File: src/rtl/vec_engine.sv
// vec_engine: streams vectors A and B from two BRAMs LANES elements per cycle.
// Ops 5/6 reduce to a 32-bit saturating Manhattan / Euclidean distance;
// ops 3/4 emit element-wise sum / average under ready/valid handshaking.
// Optional feature macro: VEC_SQRT_EN (16-step restoring integer square root
// applied to the Euclidean result).
module vec_engine #(
  parameter  int NBITS   = 8,
  parameter  int BR_SIZE = 1024,
  parameter  int LANES   = 4,
  localparam int D       = BR_SIZE / LANES,
  localparam int AW      = (D > 1) ? $clog2(D) : 1
) (
  input  logic                   clk,
  input  logic                   rst,
  input  logic                   start,
  input  logic [2:0]             operation,
  output logic [AW-1:0]          rd_addr,
  input  logic [NBITS*LANES-1:0] a_data,
  input  logic [NBITS*LANES-1:0] b_data,
  output logic [31:0]            res_data,
  output logic                   res_valid,
  input  logic                   res_ready,
  output logic                   busy,
  output logic                   done
);

  localparam int LW = (LANES > 1) ? $clog2(LANES) : 1;
  localparam int PW = 2 * NBITS;

  typedef enum logic [2:0] {
    S_IDLE,
    S_FETCH,
    S_DRAIN,
`ifdef VEC_SQRT_EN
    S_SQRT,
`endif
    S_OUT,
    S_SLOAD,
    S_SEMIT
  } state_e;

  typedef enum logic [2:0] {
    OP_SUM = 3'd3,
    OP_AVG = 3'd4,
    OP_MAN = 3'd5,
    OP_EUC = 3'd6
  } op_e;

  state_e              r_state, w_state_nxt;
  op_e                 r_op;
  logic [AW-1:0]       r_rd_addr;
  logic [31:0]         r_res_data;
  logic                r_res_valid;
  logic [31:0]         r_acc;
  logic                r_bad;
  logic                r_v_rd;
  logic                r_v_s1;
  logic [LW-1:0]       r_lane;
  logic                r_sload_ph;
  logic [NBITS-1:0]    r_a_lane [LANES];
  logic [NBITS-1:0]    r_b_lane [LANES];
  logic [PW-1:0]       r_s1     [LANES];

  logic [NBITS-1:0]    w_a_in   [LANES];
  logic [NBITS-1:0]    w_b_in   [LANES];
  logic [NBITS-1:0]    w_diff   [LANES];
  logic [PW-1:0]       w_sq     [LANES];
  logic [63:0]         w_tree;
  logic [63:0]         w_acc_sum;
  logic [31:0]         w_acc_nxt;
  logic                w_op_scalar, w_op_stream;
  logic                w_last_word, w_last_lane, w_drained, w_hs;
  logic [LW-1:0]       w_lane_nxt;

`ifdef VEC_SQRT_EN
  logic [31:0] r_sq_rad;
  logic [17:0] r_sq_rem;
  logic [15:0] r_sq_root;
  logic [3:0]  r_sq_cnt;
  logic [19:0] w_sq_sh, w_sq_trial;
  logic        w_sq_ge;
  logic [15:0] w_sq_root_nxt;

  // One restoring square-root step: bring down the next radicand bit pair.
  always_comb begin
    w_sq_sh       = {r_sq_rem, r_sq_rad[31:30]};
    w_sq_trial    = {2'b00, r_sq_root, 2'b01};
    w_sq_ge       = (w_sq_sh >= w_sq_trial);
    w_sq_root_nxt = {r_sq_root[14:0], w_sq_ge};
  end
`endif

  function automatic logic [31:0] f_elem(input logic [NBITS-1:0] a,
                                         input logic [NBITS-1:0] b,
                                         input logic avg);
    logic [NBITS:0] s;
    s = {1'b0, a} + {1'b0, b};
    if (avg) s = s >> 1;
    return 32'(s);
  endfunction

  // Lane unpacking, per-lane distance terms, adder tree and saturating add.
  always_comb begin
    w_tree = '0;
    for (int unsigned i = 0; i < LANES; i++) begin
      w_a_in[i] = a_data[i*NBITS +: NBITS];
      w_b_in[i] = b_data[i*NBITS +: NBITS];
      w_diff[i] = (w_a_in[i] >= w_b_in[i]) ? (w_a_in[i] - w_b_in[i])
                                           : (w_b_in[i] - w_a_in[i]);
      w_sq[i]   = PW'(w_diff[i]) * PW'(w_diff[i]);
      w_tree    = w_tree + 64'(r_s1[i]);
    end
    w_acc_sum = {32'b0, r_acc} + w_tree;
    w_acc_nxt = (|w_acc_sum[63:32]) ? '1 : w_acc_sum[31:0];
  end

  assign w_op_scalar = (operation == OP_MAN) || (operation == OP_EUC);
  assign w_op_stream = (operation == OP_SUM) || (operation == OP_AVG);
  assign w_last_word = (r_rd_addr == AW'(D - 1));
  assign w_last_lane = (r_lane == LW'(LANES - 1));
  assign w_lane_nxt  = r_lane + 1'b1;
  assign w_drained   = !r_v_rd && !r_v_s1;
  assign w_hs        = r_res_valid && res_ready;

  assign rd_addr   = r_rd_addr;
  assign res_data  = r_res_data;
  assign res_valid = r_res_valid;

  // State register.
  always_ff @(posedge clk) begin
    if (rst) r_state <= S_IDLE;
    else     r_state <= w_state_nxt;
  end

  // Next-state and handshake-dependent outputs.
  always_comb begin
    w_state_nxt = r_state;
    busy        = (r_state != S_IDLE);
    done        = r_bad;
    case (r_state)
      S_IDLE: begin
        if (start) begin
          if (w_op_scalar)      w_state_nxt = S_FETCH;
          else if (w_op_stream) w_state_nxt = S_SLOAD;
        end
      end
      S_FETCH: if (w_last_word) w_state_nxt = S_DRAIN;
      S_DRAIN: begin
`ifdef VEC_SQRT_EN
        if (w_drained) w_state_nxt = (r_op == OP_EUC) ? S_SQRT : S_OUT;
`else
        if (w_drained) w_state_nxt = S_OUT;
`endif
      end
`ifdef VEC_SQRT_EN
      S_SQRT: if (r_sq_cnt == 4'd15) w_state_nxt = S_OUT;
`endif
      S_OUT: begin
        if (w_hs) begin
          w_state_nxt = S_IDLE;
          done        = 1'b1;
        end
      end
      S_SLOAD: if (r_sload_ph) w_state_nxt = S_SEMIT;
      S_SEMIT: begin
        if (w_hs && w_last_lane) begin
          w_state_nxt = w_last_word ? S_IDLE : S_SLOAD;
          done        = w_last_word;
        end
      end
      default: w_state_nxt = S_IDLE;
    endcase
  end

  // Stage 1: per-lane |a-b| or (a-b)^2 of the word returned this cycle.
  always_ff @(posedge clk) begin
    for (int unsigned i = 0; i < LANES; i++)
      r_s1[i] <= (r_op == OP_EUC) ? w_sq[i] : PW'(w_diff[i]);
  end

  // Word capture for the element-wise stream.
  always_ff @(posedge clk) begin
    if (r_state == S_SLOAD && r_sload_ph) begin
      r_a_lane <= w_a_in;
      r_b_lane <= w_b_in;
    end
  end

  // Control/datapath registers: address, accumulator, result handshake.
  always_ff @(posedge clk) begin
    if (rst) begin
      r_op        <= OP_SUM;
      r_rd_addr   <= '0;
      r_res_data  <= '0;
      r_res_valid <= 1'b0;
      r_acc       <= '0;
      r_bad       <= 1'b0;
      r_v_rd      <= 1'b0;
      r_v_s1      <= 1'b0;
      r_lane      <= '0;
      r_sload_ph  <= 1'b0;
`ifdef VEC_SQRT_EN
      r_sq_rad    <= '0;
      r_sq_rem    <= '0;
      r_sq_root   <= '0;
      r_sq_cnt    <= '0;
`endif
    end else begin
      r_bad  <= 1'b0;
      r_v_rd <= (r_state == S_FETCH);
      r_v_s1 <= r_v_rd;
      if (r_v_s1) r_acc <= w_acc_nxt;
      case (r_state)
        S_IDLE: begin
          if (start) begin
            if (w_op_scalar || w_op_stream) begin
              r_op       <= op_e'(operation);
              r_rd_addr  <= '0;
              r_acc      <= '0;
              r_lane     <= '0;
              r_sload_ph <= 1'b0;
            end else begin
              r_bad <= 1'b1;
            end
          end
        end
        S_FETCH: if (!w_last_word) r_rd_addr <= r_rd_addr + 1'b1;
        S_DRAIN: begin
          if (w_drained) begin
`ifdef VEC_SQRT_EN
            if (r_op == OP_EUC) begin
              r_sq_rad  <= r_acc;
              r_sq_rem  <= '0;
              r_sq_root <= '0;
              r_sq_cnt  <= '0;
            end else
`endif
            begin
              r_res_data  <= r_acc;
              r_res_valid <= 1'b1;
            end
          end
        end
`ifdef VEC_SQRT_EN
        S_SQRT: begin
          r_sq_rad  <= {r_sq_rad[29:0], 2'b00};
          r_sq_rem  <= 18'(w_sq_ge ? (w_sq_sh - w_sq_trial) : w_sq_sh);
          r_sq_root <= w_sq_root_nxt;
          r_sq_cnt  <= r_sq_cnt + 1'b1;
          if (r_sq_cnt == 4'd15) begin
            r_res_data  <= {16'b0, w_sq_root_nxt};
            r_res_valid <= 1'b1;
          end
        end
`endif
        S_OUT: if (res_ready) r_res_valid <= 1'b0;
        S_SLOAD: begin
          // Phase 0 presents the address, phase 1 sees the returned word.
          r_sload_ph <= ~r_sload_ph;
          if (r_sload_ph) begin
            r_res_data  <= f_elem(w_a_in[0], w_b_in[0], r_op == OP_AVG);
            r_res_valid <= 1'b1;
            r_lane      <= '0;
          end
        end
        S_SEMIT: begin
          if (res_ready) begin
            if (w_last_lane) begin
              r_res_valid <= 1'b0;
              if (!w_last_word) r_rd_addr <= r_rd_addr + 1'b1;
            end else begin
              r_lane     <= w_lane_nxt;
              r_res_data <= f_elem(r_a_lane[w_lane_nxt], r_b_lane[w_lane_nxt],
                                   r_op == OP_AVG);
            end
          end
        end
        default: ;
      endcase
    end
  end

endmodule
File: config.mk
export PLATFORM = sky130hd
export DESIGN_NAME = vec_engine
export DESIGN_NICKNAME = d
export VERILOG_FILES = /design/src/rtl/vec_engine.sv
export SDC_FILE = /design/constraint.sdc
export NUM_CORES = 1
export LEC_CHECK = 0
export ABC_AREA = 1
export CORE_MARGIN = 2
export CORE_UTILIZATION = 60
export DETAILED_ROUTE_END_ITERATION = 7
export PLACE_DENSITY = 0.89
export SLEW_MARGIN = 15
export SYNTH_ARGS = -nofsm -noshare
export SYNTH_HDL_FRONTEND = slang
export SYNTH_SLANG_ARGS = --single-unit
File: constraint.sdc
create_clock -name clk -period 7.91 [get_ports clk]
set_input_delay 1.582 -clock clk [delete_from_list [all_inputs] [get_ports clk]]
set_output_delay 1.582 -clock clk [all_outputs]
set_load 0.1 [all_outputs]
==> results of run 1 <==
## synthesized netlist by cell type, types with 2 or more instances
master / count
sky130_fd_sc_hd__o2111ai_1: 7
sky130_fd_sc_hd__nor2_4: 6
sky130_fd_sc_hd__xor2_1: 48
sky130_fd_sc_hd__dfxtp_1: 149
sky130_fd_sc_hd__o21a_1: 5
sky130_fd_sc_hd__o221ai_1: 3
sky130_fd_sc_hd__o22ai_1: 19
sky130_fd_sc_hd__nand2_2: 24
sky130_fd_sc_hd__a21o_1: 9
sky130_fd_sc_hd__xnor2_1: 33
sky130_fd_sc_hd__a211oi_1: 2
sky130_fd_sc_hd__o21bai_1: 13
sky130_fd_sc_hd__nor2_2: 9
sky130_fd_sc_hd__buf_6: 7
sky130_fd_sc_hd__inv_1: 451
sky130_fd_sc_hd__inv_2: 12
sky130_fd_sc_hd__nor3_1: 10
sky130_fd_sc_hd__nand2_1: 548
sky130_fd_sc_hd__buf_2: 17
sky130_fd_sc_hd__o21ai_0: 143
sky130_fd_sc_hd__clkbuf_1: 22
sky130_fd_sc_hd__o211ai_1: 11
sky130_fd_sc_hd__clkinv_1: 2
sky130_fd_sc_hd__or2_1: 2
sky130_fd_sc_hd__o21ai_1: 8
sky130_fd_sc_hd__nand3b_1: 3
sky130_fd_sc_hd__nand3_2: 3
sky130_fd_sc_hd__a21oi_1: 197
sky130_fd_sc_hd__or2_2: 12
sky130_fd_sc_hd__nor4_1: 5
sky130_fd_sc_hd__o21ai_2: 7
sky130_fd_sc_hd__nand3_1: 162
sky130_fd_sc_hd__a21oi_2: 4
sky130_fd_sc_hd__edfxtp_1: 64
sky130_fd_sc_hd__inv_4: 3
sky130_fd_sc_hd__ha_1: 222
sky130_fd_sc_hd__buf_4: 12
sky130_fd_sc_hd__fa_1: 155
sky130_fd_sc_hd__nand4_1: 23
sky130_fd_sc_hd__nand2_4: 7
sky130_fd_sc_hd__a31oi_1: 2
sky130_fd_sc_hd__nor2_1: 288
sky130_fd_sc_hd__buf_1: 4
## worst paths after layout
check                        from                     end  slack (ps)
max                     a_data[8]  r_s1[1][13]$_SDFF_PP0_         710
min             r_v_rd$_SDFF_PP0_       r_v_s1$_SDFF_PP0_         440
min reg2reg     r_v_rd$_SDFF_PP0_       r_v_s1$_SDFF_PP0_         440
max reg2reg  r_acc[13]$_SDFF_PP0_     r_acc[2]$_SDFF_PP0_        3870
## final cells by class
class | count | share of cell area [%]
Timing Repair Buffer | 121 | 5.16
Multi-Input combinational cell | 2003 | 59.7
Sequential cell | 213 | 21.3
Inverter | 468 | 7.64
Tap cell | 455 | 2.47
Clock inverter | 20 | 0.997
Clock buffer | 26 | 2.77
## metal layers
layer / vias up / track usage (%) / wire length, um
met2: 921 / 56.2 / 27000
met3: 171 / 3.52 / 4650
met4: 0 / 11.8 / 2300
li1: 8973 / - / -
met5: - / 0 / 0
met1: 8843 / 40.0 / 22200
## cells in the final DEF, fill, tap and decap left out, types with 4 or more instances in the layout
cell type	n
sky130_fd_sc_hd__fa_1	155
sky130_fd_sc_hd__o211ai_1	11
sky130_fd_sc_hd__inv_2	12
sky130_fd_sc_hd__nand2_4	7
sky130_fd_sc_hd__a21o_1	9
sky130_fd_sc_hd__inv_4	4
sky130_fd_sc_hd__o21a_1	5
sky130_fd_sc_hd__nand3_1	162
sky130_fd_sc_hd__o21ai_1	8
sky130_fd_sc_hd__nor2_1	287
sky130_fd_sc_hd__nor2_2	9
sky130_fd_sc_hd__a21oi_2	4
sky130_fd_sc_hd__nand2_1	548
sky130_fd_sc_hd__o21ai_0	143
sky130_fd_sc_hd__edfxtp_1	64
sky130_fd_sc_hd__bufinv_16	4
sky130_fd_sc_hd__nor3_1	9
sky130_fd_sc_hd__a21oi_1	197
sky130_fd_sc_hd__o2111ai_1	7
sky130_fd_sc_hd__xor2_1	48
sky130_fd_sc_hd__xnor2_1	33
sky130_fd_sc_hd__buf_4	8
sky130_fd_sc_hd__o21bai_1	13
sky130_fd_sc_hd__clkdlybuf4s50_1	113
sky130_fd_sc_hd__clkinvlp_4	5
sky130_fd_sc_hd__dfxtp_1	149
sky130_fd_sc_hd__nor2_4	7
sky130_fd_sc_hd__nand4_1	23
sky130_fd_sc_hd__nor4_1	5
sky130_fd_sc_hd__nand2_2	24
sky130_fd_sc_hd__clkinv_1	4
sky130_fd_sc_hd__ha_1	222
sky130_fd_sc_hd__o21ai_2	7
sky130_fd_sc_hd__clkbuf_16	25
sky130_fd_sc_hd__or2_2	12
sky130_fd_sc_hd__o22ai_1	19
sky130_fd_sc_hd__inv_1	451
## through the flow
step           instance area (um^2)  hold WS (ps)  utilization [%]  cells  worst slack (ps)
2_1_floorplan                 20800           414                -   2747              1380
3_3_place_gp                  22200           426             64.6   3260               394
3_5_place_dp                  22200           432             64.6   3260               279
4_1_cts                       23100           442             67.1   3306               814
5_1_grt                       23100           473             67.1   3306               197
6_report                      23100           445             67.1   3306               715
## worst max-delay path: cells and delay by family
kind / cells / cell delay (ps)
AO/OA/AOI/OAI: 6 / 920
adder cells (fa/ha/maj): 7 / 2890
buffers and inverters: 8 / 1030
AND/OR/NAND/NOR: 8 / 1160
## registers in the layout, summed over array words and instances (netlist names)
signal / flops
r_s1: 64
r_v_s1: 1
r_lane: 2
r_acc: 32
r_a_lane: 32
r_v_rd: 1
res_valid: 1
r_op: 3
r_b_lane: 32
r_sload_ph: 1
r_bad: 1
rd_addr: 8
res_data: 32
r_state: 3
## cells by family after synthesis
| group | share of synthesized area [%] |
|---|---|
| AO/OA/AOI/OAI | 11.8 |
| XOR/XNOR | 3.41 |
| adder cells (fa/ha/maj) | 28.3 |
| buffers and inverters | 10.2 |
| flip-flops | 23.6 |
| AND/OR/NAND/NOR | 22.7 |
==> results.toml, run 1 <==
[setup_path]
critical_path_slowest_stage_cell = "sky130_fd_sc_hd__fa_1"
end_kind = "flop"
path_common_cell = "sky130_fd_sc_hd__inv_1"
worst_ep_required_time_ps = 8320
reg2regPathDepth = 16
crit_arrival_ps = 7610
crit_path_start_kind = "input port"
crit_path_max_incr_delay_ps = 530
crit_path_category = "in2reg"
worst-path-max-fanout = 6

[worst_hold_path]
holdPathStages = 2
hold_path_class = "reg2reg"

[die]
die_area_um2 = 36200
ios = 114
core_region_area_um2 = 34400
die_height_um = 190
initial_core_util_pct = 60.5
floorplan.die.width_um = 190
placement_rows = 68

[timing]
tns_ps = 0
post-route-period-util_pct = 91.0
worst_slew_pin_slew_ps = 990
min_period_ps = 7200
fmax_mhz = 139
finalClockSkew_ps = 27.7
rsz_0062_raised_after_global_routing = "no"
hold_viol = 0
timing_max_transition_violations_final = 0
relSlewSlack_pct = 33.8
finalSetupViolations = 0

[finish]
seq_area_um2 = 4900
num_antenna_cells = 0
final_layout_size_suffix_gt1_share_pct = 5.26
multi_input_area_um2 = 13800
syn_to_final_growth_pct = 10.9
n_fill_cell = 2730
final_nets = 3280

[route]
drt-initial-drc-count = 1979
drcViolationCount = 0
wl_um = 56200
drtAntennaViolNets = 0
routedWlPerCell_um = 17.0
route.vias.total = 18908
detail_route.vias_per_cell = 5.72
tritonroute_pass_1_iters = 6

[global_route]
globalRouteOverflowTotal = 0
antenna_found_initial = 0
pin_count_of_the_biggest_net_entering_global_routing = 77
gr-usage-all-layers_pct = 31.8
grt_pass1_vias = 18706
grt_first_pass_wirelength_um = 92500

[logic_synthesis]
synthArstFlopShare_pct = 0
synthesis_stage_register_bit_count = 213
post_synth_edffs = 64
netlist.top_cell.by_area = "sky130_fd_sc_hd__fa_1"
yosys_warnings = 0
sequential_element_share_of_the_synthesized_area_pct = 23.6
netlist_top_cells_area = "sky130_fd_sc_hd__fa_1, sky130_fd_sc_hd__dfxtp_1, sky130_fd_sc_hd__ha_1"
syn-instance-count = 2747
synth_cell_types = 57
dominant_register_cell_in_the_synthesized_netlist = "sky130_fd_sc_hd__dfxtp_1"
netlist_area_um2 = 20800
avgSynthCellArea_um2 = 7.57
syn_nets = 3195
netlist.area_leader.share_pct = 14.9

[clock_tree]
cts.root.buffer_cell = "sky130_fd_sc_hd__clkbuf_16"
clock_tree_from_tritoncts = "yes"
postCtsResizedCells = 0
cts_max_path_buffers = 3
clock_tree.htree_level_count = 1
ctsHoldBuffers = 0
clkTransAtPathRegs_ps = 70
post_cts_buffers = 0
cts_buffers = 25
clkSinkCount = 213
clkLatencyLatePin_ps = 560

[place]
detailed_place_hpwl_um = 45100
gp_congestion = 1.01
portBuffers = 113

[flow_run]
drv.max_cap_violation_count = 0

[status]
run_status = "finished clean"
Power of run 1 is left out: the tool's default activity adds up to more than one toggle a clock period on the data nets, which glitch-free logic cannot reach.
==> inputs of run 2 (changes only) <==
==> constraint.sdc (replaced) <==
create_clock -name clk -period 8.8 [get_ports clk]
set_input_delay 1.76 -clock clk [delete_from_list [all_inputs] [get_ports clk]]
set_output_delay 1.76 -clock clk [all_outputs]
set_load 0.1 [all_outputs]
==> results.toml, run 2 (same netlist as run 1, synthesis figures left out) <==
[status]
run_status = "finished clean"

[route]
routedWlPerCell_um = 17.0
drt-initial-drc-count = 1849
wl_um = 56300
drtAntennaViolNets = 0
drcViolationCount = 0
detail_route.vias_per_cell = 5.70
tritonroute_pass_1_iters = 8
route.vias.total = 18842

[timing]
finalClockSkew_ps = 28.9
fmax_mhz = 135
timing_max_transition_violations_final = 0
min_period_ps = 7430
finalSetupViolations = 0
tns_ps = 0
relSlewSlack_pct = 33.7
hold_viol = 0
worst_slew_pin_slew_ps = 992
rsz_0062_raised_after_global_routing = "no"
post-route-period-util_pct = 84.4
worst_slack_ps = 1370

[setup_path]
crit_path_start_kind = "input port"
end_kind = "flop"
crit_path_category = "in2reg"
worst-path-max-fanout = 9
crit_arrival_ps = 7910
crit_path_max_incr_delay_ps = 630
buf_inv_on_cp = 6
timing.critical_path.max_delay_family = "adder cells"
worst_ep_required_time_ps = 9280
critical_path_slowest_stage_cell = "sky130_fd_sc_hd__clkdlybuf4s50_1"

[finish]
syn_to_final_growth_pct = 11.2
final_layout_size_suffix_gt1_share_pct = 5.29
layout.cells.most_common_list = "sky130_fd_sc_hd__nand2_1, sky130_fd_sc_hd__inv_1, sky130_fd_sc_hd__nor2_1"
final_nets = 3279
multi_input_area_um2 = 13800
largest_reg_flops = 64
mostFrequentLayoutCell = "sky130_fd_sc_hd__nand2_1"
seq_area_um2 = 4900
regMostFlops = "r_s1"
num_antenna_cells = 0
n_fill_cell = 2729
final_core_util_pct = 67.3

[die]
placement_rows = 68
die_height_um = 190
initial_core_util_pct = 60.5
die_area_um2 = 36200
ios = 114
core_region_area_um2 = 34400
floorplan.die.width_um = 190

[place]
detailed_place_hpwl_um = 44800
post-place-ws_ps = 979
gp_congestion = 1.02
portBuffers = 113

[clock_tree]
cts_buffers = 27
clkLatencyLatePin_ps = 560
clock_tree_from_tritoncts = "yes"
cts.root.buffer_cell = "sky130_fd_sc_hd__clkbuf_16"
postCtsResizedCells = 0
clkTransAtPathRegs_ps = 60
cts_max_path_buffers = 3
ctsHoldBuffers = 0
clock_tree.htree_level_count = 1
clkSinkCount = 213
post_cts_buffers = 0

[global_route]
gr-usage-all-layers_pct = 32.0
globalRouteOverflowTotal = 0
grt_first_pass_wirelength_um = 93600
antenna_found_initial = 0
grt_pass1_vias = 19121
pin_count_of_the_biggest_net_entering_global_routing = 77

[worst_hold_path]
hold_path_class = "reg2reg"

[flow_run]
drv.max_cap_violation_count = 0
run 2: cell count changes in the layout (fill, tap and decap cells not counted), sizes merged:
cell      before  now
buf            8    5
clkbuf        26   30
clkinv         9   10
clkinvlp       5    4
run 2: per-stage QoR:
step | hold WS (ps) | instance area (um^2) | cells
floorplan | 414 | 20800 | 2747
global placement | 426 | 22200 | 3257
detailed placement | 432 | 22200 | 3257
CTS | 438 | 23100 | 3307
global route | 467 | 23100 | 3307
finish | 440 | 23100 | 3307
run 2: final cells by class:
cell class                 instances  area share [%]
clock buffer                      30            3.06
clock inverter                    20           0.985
inverter                         468            7.63
tap                              455            2.46
timing repair buffer             118            5.05
sequential                       213            21.2
multi-input combinational       2003            59.6
run 2: path summary, 6_finish.rpt:
check                                          from                endpoint  slack [ps]  depth (start not counted)
worst max-delay path                      b_data[1]  r_s1[0][12]$_SDFF_PP0_        1370                         27
worst min-delay path              r_v_rd$_SDFF_PP0_       r_v_s1$_SDFF_PP0_         440                          2
worst max register to register  r_acc[1]$_SDFF_PP0_    r_acc[15]$_SDFF_PP0_        4780                         16
worst min register to register    r_v_rd$_SDFF_PP0_       r_v_s1$_SDFF_PP0_         440                          2
run 2: tightest hold or removal path: stages, from the launching register on:
cell	delay [ps]
sky130_fd_sc_hd__dfxtp_1	320
sky130_fd_sc_hd__inv_1	50
sky130_fd_sc_hd__nor2_1	30
run 2: per-layer routing:
layer  global-route usage [%]  part of all wire, %  routed length [um]  vias to the layer above
met5                        0                    0                   0                        -
met4                     11.6                  3.8                2110                        0
met3                     4.37                  8.3                4670                      151
met2                     57.0                   48               27200                      832
met1                     39.7                   40               22200                     8906
li1                         -                    -                   -                     8953
Power of run 2 is left out for the same reason.
